===== config.mk =====
export PLATFORM = sky130hd
export DESIGN_NAME = ysyx_22040088_ifu
export DESIGN_NICKNAME = d
export VERILOG_FILES = /design/src/rtl/ysyx_22040088_ifu_pkg.sv /design/src/rtl/ysyx_22040088_ifu.sv
export SDC_FILE = /design/constraint.sdc
export NUM_CORES = 1
export LEC_CHECK = 0
export ABC_AREA = 1
export CORE_UTILIZATION = 50
export DETAILED_ROUTE_END_ITERATION = 7
export HOLD_SLACK_MARGIN = 0.05
export PLACE_DENSITY_LB_ADDON = 0.12
export SLEW_MARGIN = 10
export SYNTH_ARGS = -nofsm -noshare
export SYNTH_HDL_FRONTEND = slang
export SYNTH_SLANG_ARGS = --single-unit

===== constraint.sdc =====
create_clock -name clk -period 2.6 [get_ports clk]
set_input_delay 0.39 -clock clk [delete_from_list [all_inputs] [get_ports clk]]
set_output_delay 0.39 -clock clk [all_outputs]
set_load 0.05 [all_outputs]

===== src/rtl/ysyx_22040088_ifu_pkg.sv =====
// Shared types and constants for the instruction fetch unit.
package ysyx_22040088_ifu_pkg;

  typedef logic [63:0] addr_t;
  typedef logic [31:0] inst_t;

  localparam addr_t DEFAULT_RESET_PC = 64'h0000_0000_8000_0000;
  localparam inst_t DEFAULT_NOP_INST = 32'h0000_0013;

  typedef enum logic [1:0] {
    IFU_IDLE,
    IFU_WAIT,
    IFU_HOLD,
    IFU_FAULT
  } ifu_state_e;

  // The instruction sits in the upper word when pc[2] is set.
  function automatic inst_t select_half(input addr_t pc, input logic [63:0] dword);
    return pc[2] ? dword[63:32] : dword[31:0];
  endfunction

endpackage


===== src/rtl/ysyx_22040088_ifu.sv =====
// Instruction fetch stage: owns the PC, issues one aligned doubleword fetch at a
// time, and feeds the IF/ID register with stall, redirect and misalignment handling.
module ysyx_22040088_ifu
  import ysyx_22040088_ifu_pkg::*;
#(
  parameter addr_t RESET_PC = DEFAULT_RESET_PC,
  parameter inst_t NOP_INST = DEFAULT_NOP_INST
) (
  input  logic        clk,
  input  logic        rst,
  input  logic        redirect_valid,
  input  logic [63:0] redirect_pc,
  input  logic        id_stall,
  output logic        imem_req_valid,
  input  logic        imem_req_ready,
  output logic [63:0] imem_req_addr,
  input  logic        imem_resp_valid,
  input  logic [63:0] imem_resp_data,
  output logic        id_valid,
  output logic [63:0] id_pc,
  output logic [31:0] id_inst,
  output logic        id_misalign
);

  ifu_state_e state_q, state_d;
  addr_t      pc_q, pc_d;
  addr_t      fetch_pc_q, fetch_pc_d;
  logic       drop_q, drop_d;
  logic       fault_sent_q, fault_sent_d;
  addr_t      buf_pc_q, buf_pc_d;
  inst_t      buf_inst_q, buf_inst_d;

  logic       id_valid_q;
  addr_t      id_pc_q;
  inst_t      id_inst_q;
  logic       id_misalign_q;

  logic       redir;
  logic       id_free;
  logic       pc_misaligned;
  inst_t      fetch_inst;
  logic       ld_valid;
  addr_t      ld_pc;
  inst_t      ld_inst;
  logic       ld_misalign;

  assign redir         = redirect_valid & ~id_stall;
  assign id_free       = ~id_valid_q | ~id_stall;
  assign pc_misaligned = |pc_q[1:0];
  assign fetch_inst    = select_half(fetch_pc_q, imem_resp_data);

  assign imem_req_valid = rst & (state_q == IFU_IDLE) & ~redir & ~pc_misaligned;
  assign imem_req_addr  = {pc_q[63:3], 3'b000};

  always_comb begin
    // NOTE: every output of this block gets a default first, so no path can infer a latch.
    state_d      = state_q;
    pc_d         = pc_q;
    fetch_pc_d   = fetch_pc_q;
    drop_d       = drop_q;
    fault_sent_d = fault_sent_q;
    buf_pc_d     = buf_pc_q;
    buf_inst_d   = buf_inst_q;
    ld_valid     = 1'b0;
    ld_pc        = fetch_pc_q;
    ld_inst      = fetch_inst;
    ld_misalign  = 1'b0;

    case (state_q)
      IFU_IDLE: begin
        if (pc_misaligned) begin
          state_d = IFU_FAULT;
        end else if (imem_req_valid && imem_req_ready) begin
          state_d    = IFU_WAIT;
          fetch_pc_d = pc_q;
        end
      end
      IFU_WAIT: begin
        if (imem_resp_valid) begin
          if (drop_q) begin
            drop_d  = 1'b0;
            state_d = IFU_IDLE;
          end else if (id_free) begin
            ld_valid = 1'b1;
            pc_d     = fetch_pc_q + 64'd4;
            state_d  = IFU_IDLE;
          end else begin
            buf_pc_d   = fetch_pc_q;
            buf_inst_d = fetch_inst;
            state_d    = IFU_HOLD;
          end
        end
      end
      IFU_HOLD: begin
        if (!id_stall) begin
          ld_valid = 1'b1;
          ld_pc    = buf_pc_q;
          ld_inst  = buf_inst_q;
          pc_d     = buf_pc_q + 64'd4;
          state_d  = IFU_IDLE;
        end
      end
      IFU_FAULT: begin
        if (id_free && !fault_sent_q) begin
          ld_valid     = 1'b1;
          ld_pc        = pc_q;
          ld_inst      = NOP_INST;
          ld_misalign  = 1'b1;
          fault_sent_d = 1'b1;
        end
      end
      default: state_d = IFU_IDLE;
    endcase

    // A redirect overrides everything; an in-flight fetch is either dropped now
    // (response this cycle) or remembered in drop_q for when it returns.
    if (redir) begin
      pc_d         = redirect_pc;
      ld_valid     = 1'b0;
      fault_sent_d = 1'b0;
      drop_d       = (state_q == IFU_WAIT) & ~imem_resp_valid;
      state_d      = drop_d ? IFU_WAIT : IFU_IDLE;
    end
  end

  always_ff @(posedge clk or negedge rst) begin
    // NOTE: sequential state uses non-blocking assignments so all registers update together.
    if (!rst) begin
      state_q      <= IFU_IDLE;
      pc_q         <= RESET_PC;
      fetch_pc_q   <= '0;
      drop_q       <= 1'b0;
      fault_sent_q <= 1'b0;
      buf_pc_q     <= '0;
      buf_inst_q   <= '0;
    end else begin
      state_q      <= state_d;
      pc_q         <= pc_d;
      fetch_pc_q   <= fetch_pc_d;
      drop_q       <= drop_d;
      fault_sent_q <= fault_sent_d;
      buf_pc_q     <= buf_pc_d;
      buf_inst_q   <= buf_inst_d;
    end
  end

  // A load only happens when IF/ID is free, so it may proceed under stall when empty.
  always_ff @(posedge clk or negedge rst) begin
    if (!rst) begin
      id_valid_q    <= 1'b0;
      id_pc_q       <= '0;
      id_inst_q     <= '0;
      id_misalign_q <= 1'b0;
    end else if (ld_valid) begin
      id_valid_q    <= 1'b1;
      id_pc_q       <= ld_pc;
      id_inst_q     <= ld_inst;
      id_misalign_q <= ld_misalign;
    end else if (!id_stall) begin
      id_valid_q    <= 1'b0;
    end
  end

  assign id_valid    = id_valid_q;
  assign id_pc       = id_pc_q;
  assign id_inst     = id_inst_q;
  assign id_misalign = id_misalign_q;

endmodule

==> insert_results.sql <==
INSERT INTO impl_metrics (metric_group, metric, value, unit) VALUES
('clock_network', 'number_of_cts_inserted_buffers', '38', ''),
('timing', 'finalSetupViolations', '0', ''),
('synth', 'yosys_most_used_dff', 'dfrtp_1', ''),
('min_path', 'min-delay-path-class', 'in2reg', ''),
('pwr', 'power_per_cell_area', '1395', 'mW/mm2'),
('timing', 'max_slew.worst_pin.slew', '0.9832', 'ns'),
('critical_path', 'crit_top_cell', 'nand2_1', ''),
('timing', 'finalClockSkew', '0.03505', 'ns'),
('critical_path', 'r2r_start', 'state_q[1]', ''),
('die', 'placeableCoreArea', '0.03687', 'mm2'),
('synth', 'ys_seq_elements', '326', ''),
('clock_network', 'clkSinkCount', '326', ''),
('global_routing', 'gr-usage-all-layers', '0.3561', ''),
('cells_and_area', 'commonest_cells_after_routing_fill_and_taps_aside', 'nand2_1 (950), dfrtp_1 (325), clkdlybuf4s50_1 (291)', ''),
('clock_network', 'worst_skew_late_latency', '0.58', 'ns'),
('synth', 'number_of_warnings_reported_in_the_yosys_synthesis_log', '0', ''),
('critical_path', 'max_stage_delay', '0.42', 'ns'),
('synth', 'synth.lib_cells_used.distinct', '38', ''),
('critical_path', 'endpoint_class_of_the_critical_path', 'register', ''),
('clock_network', 'number_of_buffers_on_the_longest_clock_path', '3', ''),
('placement', 'detailed_place_hpwl', '48210', 'um'),
('drt', 'drtPass1Iterations', '8', ''),
('timing', 'rsz_0062_raised_after_global_routing', 'yes', ''),
('cells_and_area', 'syn_to_final_growth', '34.86', '%'),
('critical_path', 'ff2ff_setup_slack', '0.03', 'ns'),
('critical_path', 'critical_path_peak_fanout', '18', ''),
('global_routing', 'pin_count_of_the_biggest_net_entering_global_routing', '150', ''),
('cells_and_area', 'final_core_utilization', '0.6904', ''),
('drt', 'detail-route-antenna-nets', '0', ''),
('cells_and_area', 'instances_no_fill', '3657', ''),
('pwr', 'power', '35.50', 'mW'),
('critical_path', 'timing.critical_path.from', 'state_q[1]', ''),
('clock_network', 'clockRootBuffer', 'clkbuf_16', ''),
('die', 'floorplan.die_area', '0.03854', 'mm2'),
('synth', 'synth_async_sr_flop_share', '1.000', ''),
('global_routing', 'initial_antenna_violation_count', '2', ''),
('flow_run', 'max_cap_violations', '0', ''),
('die', 'initial_utilization', '0.5119', ''),
('placement', 'gp_congestion', '0.9982', ''),
('timing', 'tns', '0', 'ns'),
('global_routing', 'via_count_of_the_first_global_routing_pass', '19450', ''),
('timing', 'final_period_minus_worst_setup_slack', '2.566', 'ns'),
('clock_network', 'htree_levels', '2', ''),
('critical_path', 'crit_path_start_kind', 'register', ''),
('timing', 'finalMaxSlewViolations', '0', ''),
('timing', 'fmaxAchievable', '389.7', 'MHz'),
('synth', 'synth_enable_flop_cells', '0', ''),
('drt', 'wl', '69230', 'um'),
('pwr', 'total_leakage_power', '11.56', 'nW'),
('synth', 'postSynthCellCount', '2752', ''),
('min_path', 'worst_min_path_start', 'imem_resp_data[26]', ''),
('drt', 'routed_wire_length_per_instance', '18.93', 'um'),
('synth', 'avgSynthCellArea', '6.859', 'um2'),
('critical_path', 'crit_family', 'simple AND/OR/NAND/NOR gates', ''),
('die', 'dieWidth', '196.3', 'um'),
('die', 'io_pins', '297', ''),
('timing', 'final_hold_viol_count', '0', ''),
('cells_and_area', 'final_nets', '3265', ''),
('cells_and_area', 'fillers', '3180', ''),
('clock_network', 'clkSlewWorstSetupHoldPaths', '0.06', 'ns'),
('clock_network', 'tritoncts', 'built', ''),
('drt', 'vias', '20070', ''),
('critical_path', 'setup.worst_path.class', 'reg2reg', ''),
('drt', 'remaining_drc_errors', '0', ''),
('cells_and_area', 'most_common_library_cell_in_the_layout_ignoring_fill_and_taps', 'nand2_1', ''),
('timing', 'slew-limit-headroom', '0.3445', ''),
('cells_and_area', 'drive_gt1_frac', '0.1574', ''),
('run_status', 'status', 'complete, no violations', ''),
('placement', 'place.detailed.instances', '3576', ''),
('die', 'floorplan.rows', '70', ''),
('critical_path', 'cp_num_buf_inv', '5', '');
## per-layer routing
| metal | GRT usage | share of wire | vias up | routed length [um] |
|---|---|---|---|---|
| met5 | 0 | 0 | - | 0 |
| met4 | 0.1244 | 0.032 | 0 | 2225 |
| met3 | 0.06722 | 0.093 | 135 | 6441 |
| met2 | 0.5499 | 0.45 | 966 | 30850 |
| met1 | 0.5003 | 0.43 | 9513 | 29720 |
| li1 | - | - | 9460 | - |
## area by class of cell
type / instances / area, um2 / area share
Sequential cell: 326 / 8159 / 0.3205
Inverter: 203 / 770.7 / 0.03028
Clock buffer: 55 / 1106 / 0.04345
Tap cell: 504 / 630.6 / 0.02477
Antenna cell: 1 / 2.502 / 0.00009830
Multi-Input combinational cell: 2020 / 9423 / 0.3701
Clock inverter: 13 / 175.2 / 0.006881
Timing Repair Buffer: 535 / 5190 / 0.2039
## cell families (layout without fill, tap and decap cells)
| kind of cell | after synthesis | in the layout | share of synthesized area |
|---|---|---|---|
| flip-flops | 326 | 326 | 0.4322 |
| buffers and inverters | 408 | 806 | 0.1011 |
| AND/OR/NAND/NOR | 1487 | 1487 | 0.3089 |
| adder cells (fa/ha/maj) | 7 | 7 | 0.004640 |
| other | 1 | 4 | 0.0001987 |
| AO/OA/AOI/OAI | 515 | 515 | 0.1492 |
| XOR/XNOR | 8 | 8 | 0.003712 |
## synth_stat cells, types with 2 or more instances
cell type | number | area share
inv_1 | 193 | 0.038
clkbuf_1 | 85 | 0.017
xor2_1 | 7 | 0.0032
nor3_1 | 2 | 0.00053
a22o_1 | 2 | 0.00093
dfrtp_1 | 325 | 0.43
o21ai_0 | 197 | 0.052
o21ai_1 | 50 | 0.013
nor2_1 | 352 | 0.070
o211ai_1 | 10 | 0.0040
buf_4 | 70 | 0.028
nor2_2 | 21 | 0.0070
a31oi_1 | 34 | 0.011
nand3_1 | 88 | 0.023
a21oi_1 | 143 | 0.038
buf_1 | 6 | 0.0012
a41oi_1 | 4 | 0.0019
buf_2 | 35 | 0.0093
or2_2 | 2 | 0.00066
nand2_2 | 6 | 0.0020
o21bai_1 | 2 | 0.00080
nand4_1 | 11 | 0.0036
nor2_4 | 3 | 0.0018
inv_2 | 9 | 0.0018
o22ai_1 | 33 | 0.011
o21ai_2 | 2 | 0.00093
nand2_1 | 1000 | 0.20
ha_1 | 7 | 0.0046
o31ai_1 | 2 | 0.00080
buf_6 | 9 | 0.0054
a22oi_1 | 35 | 0.014
## metrics by stage
step	worst slack, ns	instance area, um2
finish	0.03370	25460
floorplan	0.2900	18880
detailed placement	-0.2810	23410
global route	-0.1612	25460
CTS	-0.01538	24760
global placement	-0.2793	23410
## flip-flops by register name (all words and copies together), names as in the netlist
name / cells
buf_pc_q: 64
pc_q: 64
id_pc: 64
state_q: 2
buf_inst_q: 32
id_misalign: 1
id_valid: 1
fault_sent_q: 1
drop_q: 1
fetch_pc_q: 64
id_inst: 32
## final timing paths
| kind | endpoint | cells after the start |
|---|---|---|
| max | pc_q[37] | 17 |
| min | buf_inst_q[26] | 3 |
| max reg2reg | pc_q[37] | 17 |
| min reg2reg | buf_pc_q[61] | 2 |
| max in group asynchronous | buf_pc_q[12] | 3 |
| min in group asynchronous | pc_q[44] | 3 |
## worst register-to-register path, cell delays in order, from the launching register on
cell and delay (ns):
dfrtp_1 0.42, ha_4 0.24, inv_6 0.11, buf_12 0.16, nand2_1 0.08, nand2_1 0.10, nand2_2 0.09, buf_4 0.14
nor2_2 0.13, buf_4 0.16, nand2_1 0.06, nor2_1 0.13, nand3_1 0.09, buf_4 0.17, nand2_1 0.06, nand3_1 0.12
nand2_2 0.11, nand2_1 0.05
## repair_timing
item,in CTS,in global routing
endpoints found under the hold margin,115,0
buffers inserted,0,7
setup endpoints to repair,19,52
pin swaps,2,22
cloned,0,4
resized for setup,19,173
hold buffers,1,0
## power breakdown
part	switching (mW)	total, mW	leakage (nW)	internal (mW)
Combinational	13.6	20.5	6.95	6.94
Clock	2.24	5.51	0.622	3.27
Sequential	1.92	9.46	3.99	7.54
Note: power is estimated with default switching activity, not from simulation.
